File: src/rtl/homomorphic_multiply_sequencer.sv
// Host-side initiator for homomorphic_multiply: buffers two ciphertext operands, streams them in
// the core's row/select schedule and captures the reduced product coefficients for host readback.
`timescale 1ns/1ps
module homomorphic_multiply_sequencer #(
    parameter int unsigned PLAINTEXT_MODULUS  = 64,
    parameter int unsigned PLAINTEXT_WIDTH    = 6,
    parameter int unsigned CIPHERTEXT_MODULUS = 1024,
    parameter int unsigned CIPHERTEXT_WIDTH   = 21,
    parameter int unsigned DIMENSION          = 3,
    parameter int unsigned BIG_N              = 30
) (
    input  logic                               clk,
    input  logic                               rst_n,
    input  logic                               load_en,
    input  logic                               load_sel,
    input  logic [DIMENSION:0]                 load_addr,
    input  logic signed [CIPHERTEXT_WIDTH-1:0] load_data,
    input  logic                               start,
    output logic                               busy,
    output logic                               done,
    input  logic [DIMENSION:0]                 rd_addr,
    output logic signed [CIPHERTEXT_WIDTH-1:0] rd_data,
    output logic signed [CIPHERTEXT_WIDTH-1:0] ciphertext_entry,
    output logic [DIMENSION:0]                 row,
    output logic                               ciphertext_select,
    output logic                               en,
    input  logic signed [CIPHERTEXT_WIDTH-1:0] result_partial
);

    localparam int unsigned CW     = CIPHERTEXT_WIDTH;
    localparam int unsigned RowW   = DIMENSION + 1;
    localparam int unsigned NumOp  = DIMENSION + 1;
    localparam int unsigned NumRes = 2 * DIMENSION + 1;
    localparam int unsigned OpAw   = $clog2(NumOp);
    localparam int unsigned ResAw  = $clog2(NumRes);

    localparam logic [RowW-1:0] RowLast       = RowW'(DIMENSION);
    localparam logic [RowW-1:0] RowDrainFirst = RowW'(DIMENSION + 1);
    localparam logic [RowW-1:0] RowDrainLast  = RowW'(2 * DIMENSION);
    localparam logic signed [CW:0] ModS       = (CW + 1)'(CIPHERTEXT_MODULUS);

    // Pass-through parameters belong to the core; only their sanity is checked here.
    if (DIMENSION < 1 || CIPHERTEXT_MODULUS < 2 || PLAINTEXT_MODULUS < 1 || PLAINTEXT_WIDTH < 1 ||
        BIG_N < 1 || CIPHERTEXT_MODULUS >= (1 << (CIPHERTEXT_WIDTH - 1))) begin : g_bad_params
        $error("homomorphic_multiply_sequencer: invalid parameter set");
    end

    typedef enum logic [2:0] {StIdle, StSendA, StSendB, StDrain, StFlush} state_e;

    state_e                 state_q, state_d;
    logic [RowW-1:0]        row_q, row_d;
    logic                   sel_q, sel_d;
    logic                   en_q, en_d;
    logic signed [CW-1:0]   entry_q, entry_d;
    logic                   busy_q, busy_d;
    logic                   done_q, done_d;
    logic signed [CW-1:0]   op_a_q [NumOp];
    logic signed [CW-1:0]   op_a_d [NumOp];
    logic signed [CW-1:0]   op_b_q [NumOp];
    logic signed [CW-1:0]   op_b_d [NumOp];
    logic signed [CW-1:0]   res_q  [NumRes];
    logic signed [CW-1:0]   res_d  [NumRes];
    logic                   cap_vld_q, cap_vld_d;
    logic [RowW-1:0]        cap_idx_q, cap_idx_d;
    logic signed [CW-1:0]   rd_data_q, rd_data_d;
    logic signed [CW:0]     part_ext;
    logic signed [CW:0]     part_rem;

    // Operand buffers; the next-state copy lets a load coinciding with start feed row 0 directly.
    always_comb begin
        op_a_d = op_a_q;
        op_b_d = op_b_q;
        if (load_en && state_q == StIdle && load_addr <= RowLast) begin
            if (load_sel) begin
                op_b_d[load_addr[OpAw-1:0]] = load_data;
            end else begin
                op_a_d[load_addr[OpAw-1:0]] = load_data;
            end
        end
    end

    always_comb begin
        state_d = state_q;
        row_d   = row_q;
        unique case (state_q)
            StIdle: begin
                if (start) begin
                    state_d = StSendA;
                    row_d   = '0;
                end
            end
            StSendA: begin
                if (row_q == RowLast) begin
                    state_d = StSendB;
                    row_d   = '0;
                end else begin
                    row_d = row_q + 1'b1;
                end
            end
            StSendB: begin
                if (row_q == RowLast) begin
                    state_d = StDrain;
                    row_d   = RowDrainFirst;
                end else begin
                    row_d = row_q + 1'b1;
                end
            end
            StDrain: begin
                if (row_q == RowDrainLast) begin
                    state_d = StFlush;
                    row_d   = '0;
                end else begin
                    row_d = row_q + 1'b1;
                end
            end
            StFlush: begin
                state_d = StIdle;
                row_d   = '0;
            end
            default: begin
                state_d = StIdle;
                row_d   = '0;
            end
        endcase
    end

    // Core-side pins are decoded from the next state so the registered outputs line up with state_q.
    always_comb begin
        en_d    = (state_d == StSendA) || (state_d == StSendB) || (state_d == StDrain);
        sel_d   = (state_d == StSendB);
        entry_d = '0;
        if (state_d == StSendA) begin
            entry_d = op_a_d[row_d[OpAw-1:0]];
        end else if (state_d == StSendB) begin
            entry_d = op_b_d[row_d[OpAw-1:0]];
        end
        busy_d = (state_d != StIdle);
        done_d = (state_q == StFlush);
    end

    // Coefficient k arrives the cycle after row k, so capture uses last cycle's state and row.
    always_comb begin
        cap_vld_d = (state_q == StSendB) || (state_q == StDrain);
        cap_idx_d = row_q;
        part_ext  = {result_partial[CW-1], result_partial};
        part_rem  = part_ext % ModS;
        if (part_rem < 0) begin
            part_rem = part_rem + ModS;
        end
        res_d = res_q;
        if (cap_vld_q && cap_idx_q <= RowDrainLast) begin
            res_d[cap_idx_q[ResAw-1:0]] = part_rem[CW-1:0];
        end
        rd_data_d = '0;
        if (rd_addr <= RowDrainLast) begin
            rd_data_d = res_q[rd_addr[ResAw-1:0]];
        end
    end

    always_ff @(posedge clk or negedge rst_n) begin
        if (!rst_n) begin
            state_q   <= StIdle;
            row_q     <= '0;
            sel_q     <= 1'b0;
            en_q      <= 1'b0;
            entry_q   <= '0;
            busy_q    <= 1'b0;
            done_q    <= 1'b0;
            op_a_q    <= '{default: '0};
            op_b_q    <= '{default: '0};
            res_q     <= '{default: '0};
            cap_vld_q <= 1'b0;
            cap_idx_q <= '0;
            rd_data_q <= '0;
        end else begin
            state_q   <= state_d;
            row_q     <= row_d;
            sel_q     <= sel_d;
            en_q      <= en_d;
            entry_q   <= entry_d;
            busy_q    <= busy_d;
            done_q    <= done_d;
            op_a_q    <= op_a_d;
            op_b_q    <= op_b_d;
            res_q     <= res_d;
            cap_vld_q <= cap_vld_d;
            cap_idx_q <= cap_idx_d;
            rd_data_q <= rd_data_d;
        end
    end

    assign row               = row_q;
    assign ciphertext_select = sel_q;
    assign en                = en_q;
    assign ciphertext_entry  = entry_q;
    assign busy              = busy_q;
    assign done              = done_q;
    assign rd_data           = rd_data_q;

endmodule

File: config.mk
export PLATFORM = sky130hd
export DESIGN_NAME = homomorphic_multiply_sequencer
export DESIGN_NICKNAME = d
export VERILOG_FILES = /design/src/rtl/homomorphic_multiply_sequencer.sv
export SDC_FILE = /design/constraint.sdc
export NUM_CORES = 1
export LEC_CHECK = 0
export CORE_UTILIZATION = 38
export CTS_BUF_LIST = sky130_fd_sc_hd__clkbuf_4 sky130_fd_sc_hd__clkbuf_8
export DETAILED_ROUTE_END_ITERATION = 10
export PLACE_DENSITY = 0.68
export REMOVE_ABC_BUFFERS = 1
export SYNTH_ARGS = -nofsm -noshare
export SYNTH_HDL_FRONTEND = slang
export SYNTH_SLANG_ARGS = --single-unit
File: constraint.sdc
create_clock -name clk -period 2.28 [get_ports clk]
set_input_delay 0.684 -clock clk [delete_from_list [all_inputs] [get_ports clk]]
set_output_delay 0.684 -clock clk [all_outputs]
set_load 0.02 [all_outputs]
==> results.sh <==
export IMPL_status="complete, but fails checks"
export IMPL_violations="setup timing"
export IMPL_nets=1395
export IMPL_clock_fmax_mhz=426
export IMPL_die_w_um=188
export IMPL_start_util_pct=39.0
export IMPL_grt_pass1_wl_um=53000
export IMPL_finalCritPeriodShare_pct=103
export IMPL_ant_nets=0
export IMPL_relSlewSlack_pct=62.1
export IMPL_n_fill_cell=3001
export IMPL_placed_area_sq_mm=0.0151
export IMPL_synth_area_leader_cell="dfrtp_1"
export IMPL_vias=9656
export IMPL_totalWireLength_um=32000
export IMPL_ys_warn_count=0
export IMPL_io_pins=105
export IMPL_overflow=0
export IMPL_clock_sinks=286
export IMPL_antenna_found_initial=0
export IMPL_utilization_pct=48.6
export IMPL_slew_violations=0
export IMPL_cts_tree="yes"
export IMPL_clkLatencyLatePin_ns=0.58
export IMPL_diodes=0
export IMPL_total_power_mw=20.3
export IMPL_syn_to_final_growth_pct=24.7
export IMPL_synth_distinct_cells=48
export IMPL_wl_met3_um=1370
export IMPL_switching_share_pct=34.8
export IMPL_routedLengthMet1_um=13900
export IMPL_hold_class="input pin to asynchronous set/reset pin"
export IMPL_syn_avg_cell_area_sq_um=10.9
export IMPL_p_leak_nw=7.80
export IMPL_synthFlopType="dfrtp_1"
export IMPL_combPwrFrac_pct=41.0
export IMPL_place_gp_congestion=0.781
export IMPL_finalHoldViolCount=0
export IMPL_core_area_sq_mm=0.0339
export IMPL_required_ns=2.74
export IMPL_whs_ns=0.0226
export IMPL_grt_max_degree=65
export IMPL_yosysMostFrequentCell="dfrtp_1"
export IMPL_drt_pass1_iter_count=4
export IMPL_path_max_fanout=8
export IMPL_fp_dieH_um=188
export IMPL_drt_iter0_markers=630
export IMPL_worst_pin_slew_ns=0.568
export IMPL_vdd_ir_drop_max_mv=0.695
export IMPL_hpwl_um=19800
export IMPL_grt_pass1_vias=9980
export IMPL_synth_seq_cells=286
export IMPL_finalWorstSetupSlack_ns=-0.0696
export IMPL_post_drt_wl_per_cell_um=17.6
export IMPL_final_area_sq_mm=0.0165
export IMPL_seqPwrFrac_pct=36.1
export IMPL_intPower_mw=13.2
export IMPL_io_buffers=83
export IMPL_critPathArrivalTime_ns=2.81
export IMPL_maxUsedRoutingLayer="met4"
export IMPL_drt_vias_per_instance=5.31
export IMPL_root_buffer="clkbuf_8"
export IMPL_worst_setup_path_start_kind="register"
export IMPL_grtUsageTotal_pct=18.5
export IMPL_die_area_sq_mm=0.0355
export IMPL_rsz0062_at_grt="true"
export IMPL_netlist_area_leader_share_pct=54.2
export IMPL_drc_errors=0
export IMPL_yosysSeqAreaShare_pct=54.2
export IMPL_synthCells=1208
export IMPL_period_needed_ns=2.35
export IMPL_synth_commonest_cells="286 x dfrtp_1, 261 x nand2_1, 154 x mux2_2"
export IMPL_syn_cell_area_sq_mm=0.0132
export IMPL_p_per_area_mw_per_mm2=1230
export IMPL_h_tree_depth=2
export IMPL_rows=67
export IMPL_cts_buffers=47
export IMPL_p_switching_mw=7.07
export IMPL_setup_worst_path_end_class="register"
export IMPL_place_ws_ns=-0.508
export IMPL_synth_edf_count=0
export IMPL_p_clk_share_pct=22.9
export IMPL_fin_worst_skew_ns=0.0335
export IMPL_async_flop_share_pct=100
export IMPL_drive_above_1_share_pct=28.9
export IMPL_clkSlewWorstSetupHoldPaths_ns=0.06
export IMPL_crit_type="register to register"
export IMPL_clockBufferDepth=3
export IMPL_synth_area_top_cells="dfrtp_1 54%, mux2_2 13%, nand2_1 7.4%"
export IMPL_setup_violations_final=16
export IMPL_drv_cap=0
export IMPL_route_met2_wl_um=16100
-- per-stage QoR --
step           setup TNS (ns)  instances
3_3_place_gp           -37.37       1723
6_report               -0.444       1820
4_1_cts                -0.338       1819
5_1_grt                 -2.01       1820
3_5_place_dp           -40.00       1723
2_1_floorplan         -121.98       1099
-- metal layers --
| layer | global-route usage, % | up-vias |
|---|---|---|
| li1 | - | 4484 |
| met1 | 23.9 | 4882 |
| met2 | 31.1 | 235 |
| met3 | 3.32 | 55 |
| met4 | 6.39 | 0 |
| met5 | 0 | - |
-- path summary, 6_finish.rpt --
kind,startpoint,slack [ns],cells after the start,to
setup reg to reg,row[0],-0.07,9,ciphertext_entry[2]
setup / recovery,row[0],-0.07,9,ciphertext_entry[2]
min in group clk,op_b_q[61],0.48,2,op_b_q[61]
hold / removal,rst_n,0.02,1,rd_data[10]
hold reg to reg,op_b_q[61],0.48,2,op_b_q[61]
max in group asynchronous,rst_n,1.57,2,op_b_q[33]
-- what timing repair did --
| item | in CTS | in global routing |
|---|---|---|
| resized for setup | 37 | 25 |
| pin swaps | 9 | 13 |
| setup endpoints to repair | 29 | 25 |
| endpoints found under the hold margin | 0 | 0 |
| hold buffers | 0 | 0 |
| buffers inserted | 9 | 4 |
| gates cloned | 4 | 0 |
-- worst max-delay path, cell delays in order (launching register included) --
cell and delay [ns]:
dfrtp_2 0.45, ha_4 0.19, nor3b_4 0.15, o32a_4 0.33, o21a_4 0.24, inv_8 0.09, mux2i_4 0.33, buf_12 0.18
nor2_4 0.03, o211ai_1 0.26
-- registers in the layout, indices dropped and copies added, names as in the netlist --
name / count
busy: 1
cap_idx_q: 4
cap_vld_q: 1
ciphertext_entry: 21
ciphertext_select: 1
done: 1
en: 1
op_a_q: 84
op_b_q: 84
rd_data: 11
res_q: 70
row: 4
state_q: 3
-- power groups by stage --
| stage | clock (mW) | sequential, mW | combinational (mW) |
|---|---|---|---|
| 2_1_floorplan | 0 | 7.38 | 4.52 |
| 3_3_place_gp | 0 | 7.29 | 7.61 |
| 5_1_grt | 5.04 | 7.50 | 9.08 |
| 6_report | 4.66 | 7.32 | 8.33 |
| 3_5_place_dp | 0 | 7.36 | 7.78 |
| 4_1_cts | 4.80 | 7.30 | 8.25 |
-- cell families after synthesis --
| group | synth area share [%] |
|---|---|
| xor+xnor | 0.0663 |
| flops | 54.2 |
| mux | 15.7 |
| buf+inv | 4.99 |
| simple gates | 16.6 |
| fa+ha+maj | 0.189 |
| other cells | 0.0284 |
| compound gates | 8.22 |
-- placed cells by master (no fill, tap or decap), types with 4 or more instances in the layout --
cell             Yosys  layout
conb_1               1      11
buf_12               0      33
o22a_1              21      21
mux2i_1             12      10
clkbuf_8             0      61
nor2_1              47      37
buf_4               36      64
nand2_1            261     261
clkdlybuf4s50_1      0      72
o31ai_2              0       4
mux4_2              10      10
buf_6                4       8
mux2_2             154     154
nor3b_1              7       6
nor2_4               0       4
and3_1               4       4
clkbuf_4             0      14
a211oi_1            10      10
dfrtp_1            286     283
o311ai_1            21      21
or3_1               45      45
nor3_1              85      84
dlygate4sd2_1        0       7
o211ai_1            21      21
nor2b_1             10       8
nor2_2               0       6
nand3b_1             5       5
a21oi_1             14      13
clkinv_2             0       5
o31ai_1             42      37
-- layout make-up --
class | count | area, sq um | area share, %
well taps | 448 | 561 | 3.40
inverters | 3 | 18.8 | 0.114
multi-input cells | 810 | 5620 | 34.1
clock inverters | 8 | 51.3 | 0.311
repair buffers | 190 | 2120 | 12.9
flip-flops and latches | 286 | 7160 | 43.5
clock buffers | 75 | 945 | 5.74
(Power assumes the default switching activity.)
